===== src/rtl/reg_file_mp.sv =====
// -----------------------------------------------------------------------------
// reg_file_mp
//   Parametrised register file with NUM_RD independent registered read ports,
//   one write port, an optional hardwired-zero entry 0, an optional
//   write-to-read bypass and a sequential bulk-clear engine.
//
// Ports
//   clk      in   clock, all state on rising edge
//   rst      in   asynchronous active-high reset (clears array, outputs, FSM)
//   rd_en    in   [NUM_RD]          per-port read enable
//   rd_addr  in   [NUM_RD*ADDR_W]   packed read addresses, port k at k*ADDR_W
//   rd_dout  out  [NUM_RD*DATA_W]   packed registered read data, port k at k*DATA_W
//   wr_en    in   write enable (dropped while busy or when a clear starts)
//   wr_addr  in   [ADDR_W] write address
//   wr_din   in   [DATA_W] write data
//   clr_req  in   single-cycle request to zero the whole array
//   busy     out  high while the clear sweep runs (exactly DEPTH cycles)
// -----------------------------------------------------------------------------
module reg_file_mp #(
    parameter int DATA_W  = 32,
    parameter int ADDR_W  = 5,
    parameter int NUM_RD  = 2,
    parameter int ZERO_R0 = 1,
    parameter int BYPASS  = 1
) (
    input  logic                       clk,
    input  logic                       rst,
    input  logic [NUM_RD-1:0]          rd_en,
    input  logic [NUM_RD*ADDR_W-1:0]   rd_addr,
    output logic [NUM_RD*DATA_W-1:0]   rd_dout,
    input  logic                       wr_en,
    input  logic [ADDR_W-1:0]          wr_addr,
    input  logic [DATA_W-1:0]          wr_din,
    input  logic                       clr_req,
    output logic                       busy
);

    localparam int DEPTH = 2**ADDR_W;

    typedef enum logic {
        IDLE  = 1'b0,
        CLEAR = 1'b1
    } state_t;

    state_t              r_state;
    state_t              w_state_nxt;
    logic [ADDR_W-1:0]   r_ptr;
    logic [ADDR_W-1:0]   w_ptr_nxt;
    logic [DATA_W-1:0]   r_mem [DEPTH];
    logic                w_wr_ok;
    logic                w_busy;

    assign w_busy = (r_state == CLEAR);
    assign busy   = w_busy;

    // A write lands only from IDLE, never on the edge that starts a clear,
    // and never into a hardwired-zero entry 0.
    assign w_wr_ok = wr_en && !w_busy && !clr_req &&
                     !((ZERO_R0 != 0) && (wr_addr == '0));

    // Clear engine: state and sweep pointer
    always_ff @(posedge clk or posedge rst) begin
        if (rst) begin
            r_state <= IDLE;
            r_ptr   <= '0;
        end else begin
            r_state <= w_state_nxt;
            r_ptr   <= w_ptr_nxt;
        end
    end

    always_comb begin
        w_state_nxt = r_state;
        w_ptr_nxt   = r_ptr;
        case (r_state)
            IDLE: begin
                if (clr_req) begin
                    w_state_nxt = CLEAR;
                    w_ptr_nxt   = '0;
                end
            end
            CLEAR: begin
                // clr_req is ignored here; the sweep always runs to the end.
                w_ptr_nxt = r_ptr + 1'b1;
                if (r_ptr == '1) begin
                    w_state_nxt = IDLE;
                end
            end
            default: begin
                w_state_nxt = IDLE;
            end
        endcase
    end

    // Storage array: sweep clear has priority over the write port
    always_ff @(posedge clk or posedge rst) begin
        if (rst) begin
            for (int i = 0; i < DEPTH; i++) begin
                r_mem[i] <= '0;
            end
        end else if (w_busy) begin
            r_mem[r_ptr] <= '0;
        end else if (w_wr_ok) begin
            r_mem[wr_addr] <= wr_din;
        end
    end

    // Read ports: select stage, then one output register per port
    for (genvar k = 0; k < NUM_RD; k++) begin : g_rd
        logic [ADDR_W-1:0] w_addr;
        logic [DATA_W-1:0] w_data;
        logic [DATA_W-1:0] r_dout_p1;

        assign w_addr = rd_addr[k*ADDR_W +: ADDR_W];

        always_comb begin
            w_data = r_mem[w_addr];
            if (w_busy) begin
                // Whole array is logically zero while a sweep is in flight.
                w_data = '0;
            end else if ((ZERO_R0 != 0) && (w_addr == '0)) begin
                w_data = '0;
            end else if ((BYPASS != 0) && w_wr_ok && (wr_addr == w_addr)) begin
                w_data = wr_din;
            end
        end

        always_ff @(posedge clk or posedge rst) begin
            if (rst) begin
                r_dout_p1 <= '0;
            end else if (rd_en[k]) begin
                r_dout_p1 <= w_data;
            end
        end

        assign rd_dout[k*DATA_W +: DATA_W] = r_dout_p1;
    end

endmodule


===== config.mk =====
export PLATFORM = sky130hd
export DESIGN_NAME = reg_file_mp
export DESIGN_NICKNAME = d
export VERILOG_FILES = /design/src/rtl/reg_file_mp.sv
export SDC_FILE = /design/constraint.sdc
export NUM_CORES = 2
export LEC_CHECK = 0
export CAP_MARGIN = 10
export CORE_ASPECT_RATIO = 1.1
export CORE_MARGIN = 2
export CORE_UTILIZATION = 48
export CTS_BUF_LIST = sky130_fd_sc_hd__clkbuf_8
export CTS_CLUSTER_DIAMETER = 200
export DETAILED_ROUTE_END_ITERATION = 10
export SLEW_MARGIN = 25
export SYNTH_ARGS = -nofsm -noshare
export SYNTH_HDL_FRONTEND = slang
export SYNTH_SLANG_ARGS = --single-unit

===== constraint.sdc =====
create_clock -name clk -period 81.8 [get_ports clk]
set_input_delay 16.36 -clock clk [delete_from_list [all_inputs] [get_ports clk]]
set_output_delay 16.36 -clock clk [all_outputs]
set_load 0.03 [all_outputs]

==> qor.txt <==
status: complete, no violations
DRC violation total after the first TritonRoute iteration: 6986
unrepaired setup endpoints after global routing: no
total number of H-tree levels: 4
setup TNS: 0 ns
post-synthesis cell count: 4017
CTS Buf Count: 184
# port buffers: 117
Pre-antenna DRT Iters: 6
gpl congestion: 0.855
io pins: 118
via count: 44000
type of the worst min-delay path: flop to flop
horizontal die dimension: 328 um
list of cells traversed by the critical path: buf_8 -> buf_6 -> buf_4 -> buf_4 -> buf_4 -> mux4_2 -> a22o_1 -> a2111oi_0 -> nor3_1 -> a221o_1
root buffer cell: sky130_fd_sc_hd__clkbuf_8
fraction of layout instances using a drive strength above 1: 24.6%
Placeable Area: 114000 sq um
Post-Route WL: 233 mm
Max-Cap Viols: 0
dominant cell type by area after synthesis: sky130_fd_sc_hd__dfrtp_1
Max IR drop VDD: 0.0182 mV
worst endpoint data arrival time: 21.64 ns
remaining number of nets flagged by the antenna check after routing: 0
detail-routed net length per standard cell: 41.5 um
final slew viol count: 0
final count of negative-setup-slack endpoints: 0
commonest cells in the synthesized netlist: 1094 x sky130_fd_sc_hd__dfrtp_1, 1023 x sky130_fd_sc_hd__a22o_1, 397 x sky130_fd_sc_hd__clkbuf_1
initial antenna violation count: 10
GRT overflow: 0
overall global routing resource usage: 39.4%
proportion of netlist area held by the largest area contributor: 49.5%
final period utilization: 25.5%
part of the Yosys area used for sequential elements: 49.5%
Post-route DRC: 0
effective utilization at floorplan: 48.4%
Post-Synthesis Cell Area: 55300 sq um
slew of the pin with the lowest slew margin: 1.01 ns
area of the die: 118000 sq um
HPWL after detailed placement: 120 mm
cell types occupying the most area after synthesis: sky130_fd_sc_hd__dfrtp_1 49%, sky130_fd_sc_hd__a22o_1 16%, sky130_fd_sc_hd__mux4_2 16%, sky130_fd_sc_hd__mux2i_1 4.6%, sky130_fd_sc_hd__clkbuf_1 2.7%
Syn-to-layout area delta: 11.9%
CTS tree: done
Post CTS Setup Buffer Count: 0
Worst Path Max Fanout: 65
CTS max path bufs: 3
vias in the first global route: 43100
post-synthesis async set-or-reset flop share: 100%
fmax: 48.0 MHz
most common flop cell mapped by yosys: sky130_fd_sc_hd__dfrtp_1
Post-Synthesis Net Count: 4075
critical path start-end classification: primary input to flop
endpoint type of the worst setup path: flop
Clock Skews: 0.0390 ns
maximum number of pins on one net before global-route repair: 162
Power Dens Cells: 21.4 nW/um^2
category of the worst setup path launch point: primary input
number of rows in the core area: 130
Total Nets Final: 3994
CP most frequent cell: sky130_fd_sc_hd__buf_4
Largest delay share family, worst path: buffers and inverters
FF+latch count, synth: 1094
Required @ worst endpoint: 82.61 ns
most frequently used cell type in the post-synthesis netlist: sky130_fd_sc_hd__dfrtp_1
post-layout min period: 20.83 ns
Avg Vias per Cell: 7.85
final number of hold-violating endpoints: 0
post-synthesis average cell area: 13.8 sq um
headroom to the max-slew limit: 32.5%
first-pass GRT wire length: 330 mm
Setup Slack @ Placement: 59.76 ns
clock transition at the register clock pins on the worst setup and hold paths after CTS: 0.06 ns
CTS sink cnt: 1094
worst path setup slack after routing: 60.97 ns
total of cells resized after clock tree synthesis: 0
total leakage power: 0.0274 uW
die outline height: 360 um
Post-CTS Hold Buffers: 0
number of flops mapped to enable cells by yosys: 0
distinct cell type count after synthesis: 49
max incr delay on CP: 0.75 ns
Slowest cell on crit path: sky130_fd_sc_hd__buf_4
WP buf/inv: 5
clk_lat worst skew: 0.94 ns
total number of yosys warnings: 0
path summary, 6_finish.rpt:
kind / from / end / slack, ns / cells after the start
worst max-delay path: rd_addr[0] / g_rd[0].r_dout_p1[28] / 60.97 / 10
worst min-delay path: r_mem[1011] / r_mem[1011] / 0.51 / 1
worst max register to register: busy / r_mem[816] / 77.76 / 8
worst min register to register: r_mem[1011] / r_mem[1011] / 0.51 / 1
max in group asynchronous: rst / g_rd[0].r_dout_p1[17] / 63.01 / 5
min in group asynchronous: rst / r_mem[886] / 16.02 / 2
metrics by stage:
stage | power, uW | hold WS [ns] | cells | cell area, sq um | util (%)
3_3_place_gp | 811 | 0.487 | 5267 | 58000 | 50.7
3_5_place_dp | 813 | 0.495 | 5267 | 58000 | 50.7
6_report | 1330 | 0.514 | 5609 | 61900 | 54.1
4_1_cts | 1320 | 0.509 | 5600 | 61800 | 54.1
2_1_floorplan | 712 | 0.467 | 4017 | 55300 | -
5_1_grt | 1360 | 0.526 | 5602 | 61900 | 54.1
per-layer routing:
metal / GRT usage (%) / wire [um] / vias up
li1: - / - / 16300
met1: 53.6 / 88300 / 23200
met2: 54.6 / 99900 / 3800
met3: 14.3 / 31400 / 792
met4: 21.4 / 13100 / 10
met5: 0 / 103 / -
cells by family after synthesis:
family / count (synthesis) / synth area share [%]
multiplexers: 705 / 21.6
XOR/XNOR: 12 / 0.190
adder cells (fa/ha/maj): 5 / 0.113
buffers and inverters: 559 / 4.32
AO/OA/AOI/OAI: 1454 / 22.5
flip-flops: 1094 / 49.5
AND/OR/NAND/NOR: 188 / 1.82
power breakdown:
part / internal [uW] / switching (uW)
Sequential: 565 / 24.1
Combinational: 67.7 / 158
Clock: 271 / 239
cell type report:
cell class / count / area, sq um
well taps: 1518 / 1900
clock buffers: 235 / 3230
flip-flops and latches: 1094 / 27400
diodes: 8 / 20.0
clock inverters: 98 / 568
repair buffers: 282 / 2480
inverters: 10 / 45.0
multi-input cells: 2364 / 26300
fillers: 9408 / 52500
sequential cells by signal (all words and copies together) (netlist names):
name            cells
r_ptr               5
busy                1
g_rd.r_dout_p1     64
r_mem            1024
placed cells by master, fill, tap and decap left out, types with 64 or more instances in the layout:
master	count
sky130_fd_sc_hd__a22o_1	1023
sky130_fd_sc_hd__buf_4	160
sky130_fd_sc_hd__clkbuf_8	235
sky130_fd_sc_hd__clkdlybuf4s50_1	107
sky130_fd_sc_hd__dfrtp_1	1094
sky130_fd_sc_hd__inv_1	68
sky130_fd_sc_hd__mux2_2	65
sky130_fd_sc_hd__mux2i_1	256
sky130_fd_sc_hd__mux4_2	384
sky130_fd_sc_hd__o221ai_1	64
(Power assumes the default switching activity.)
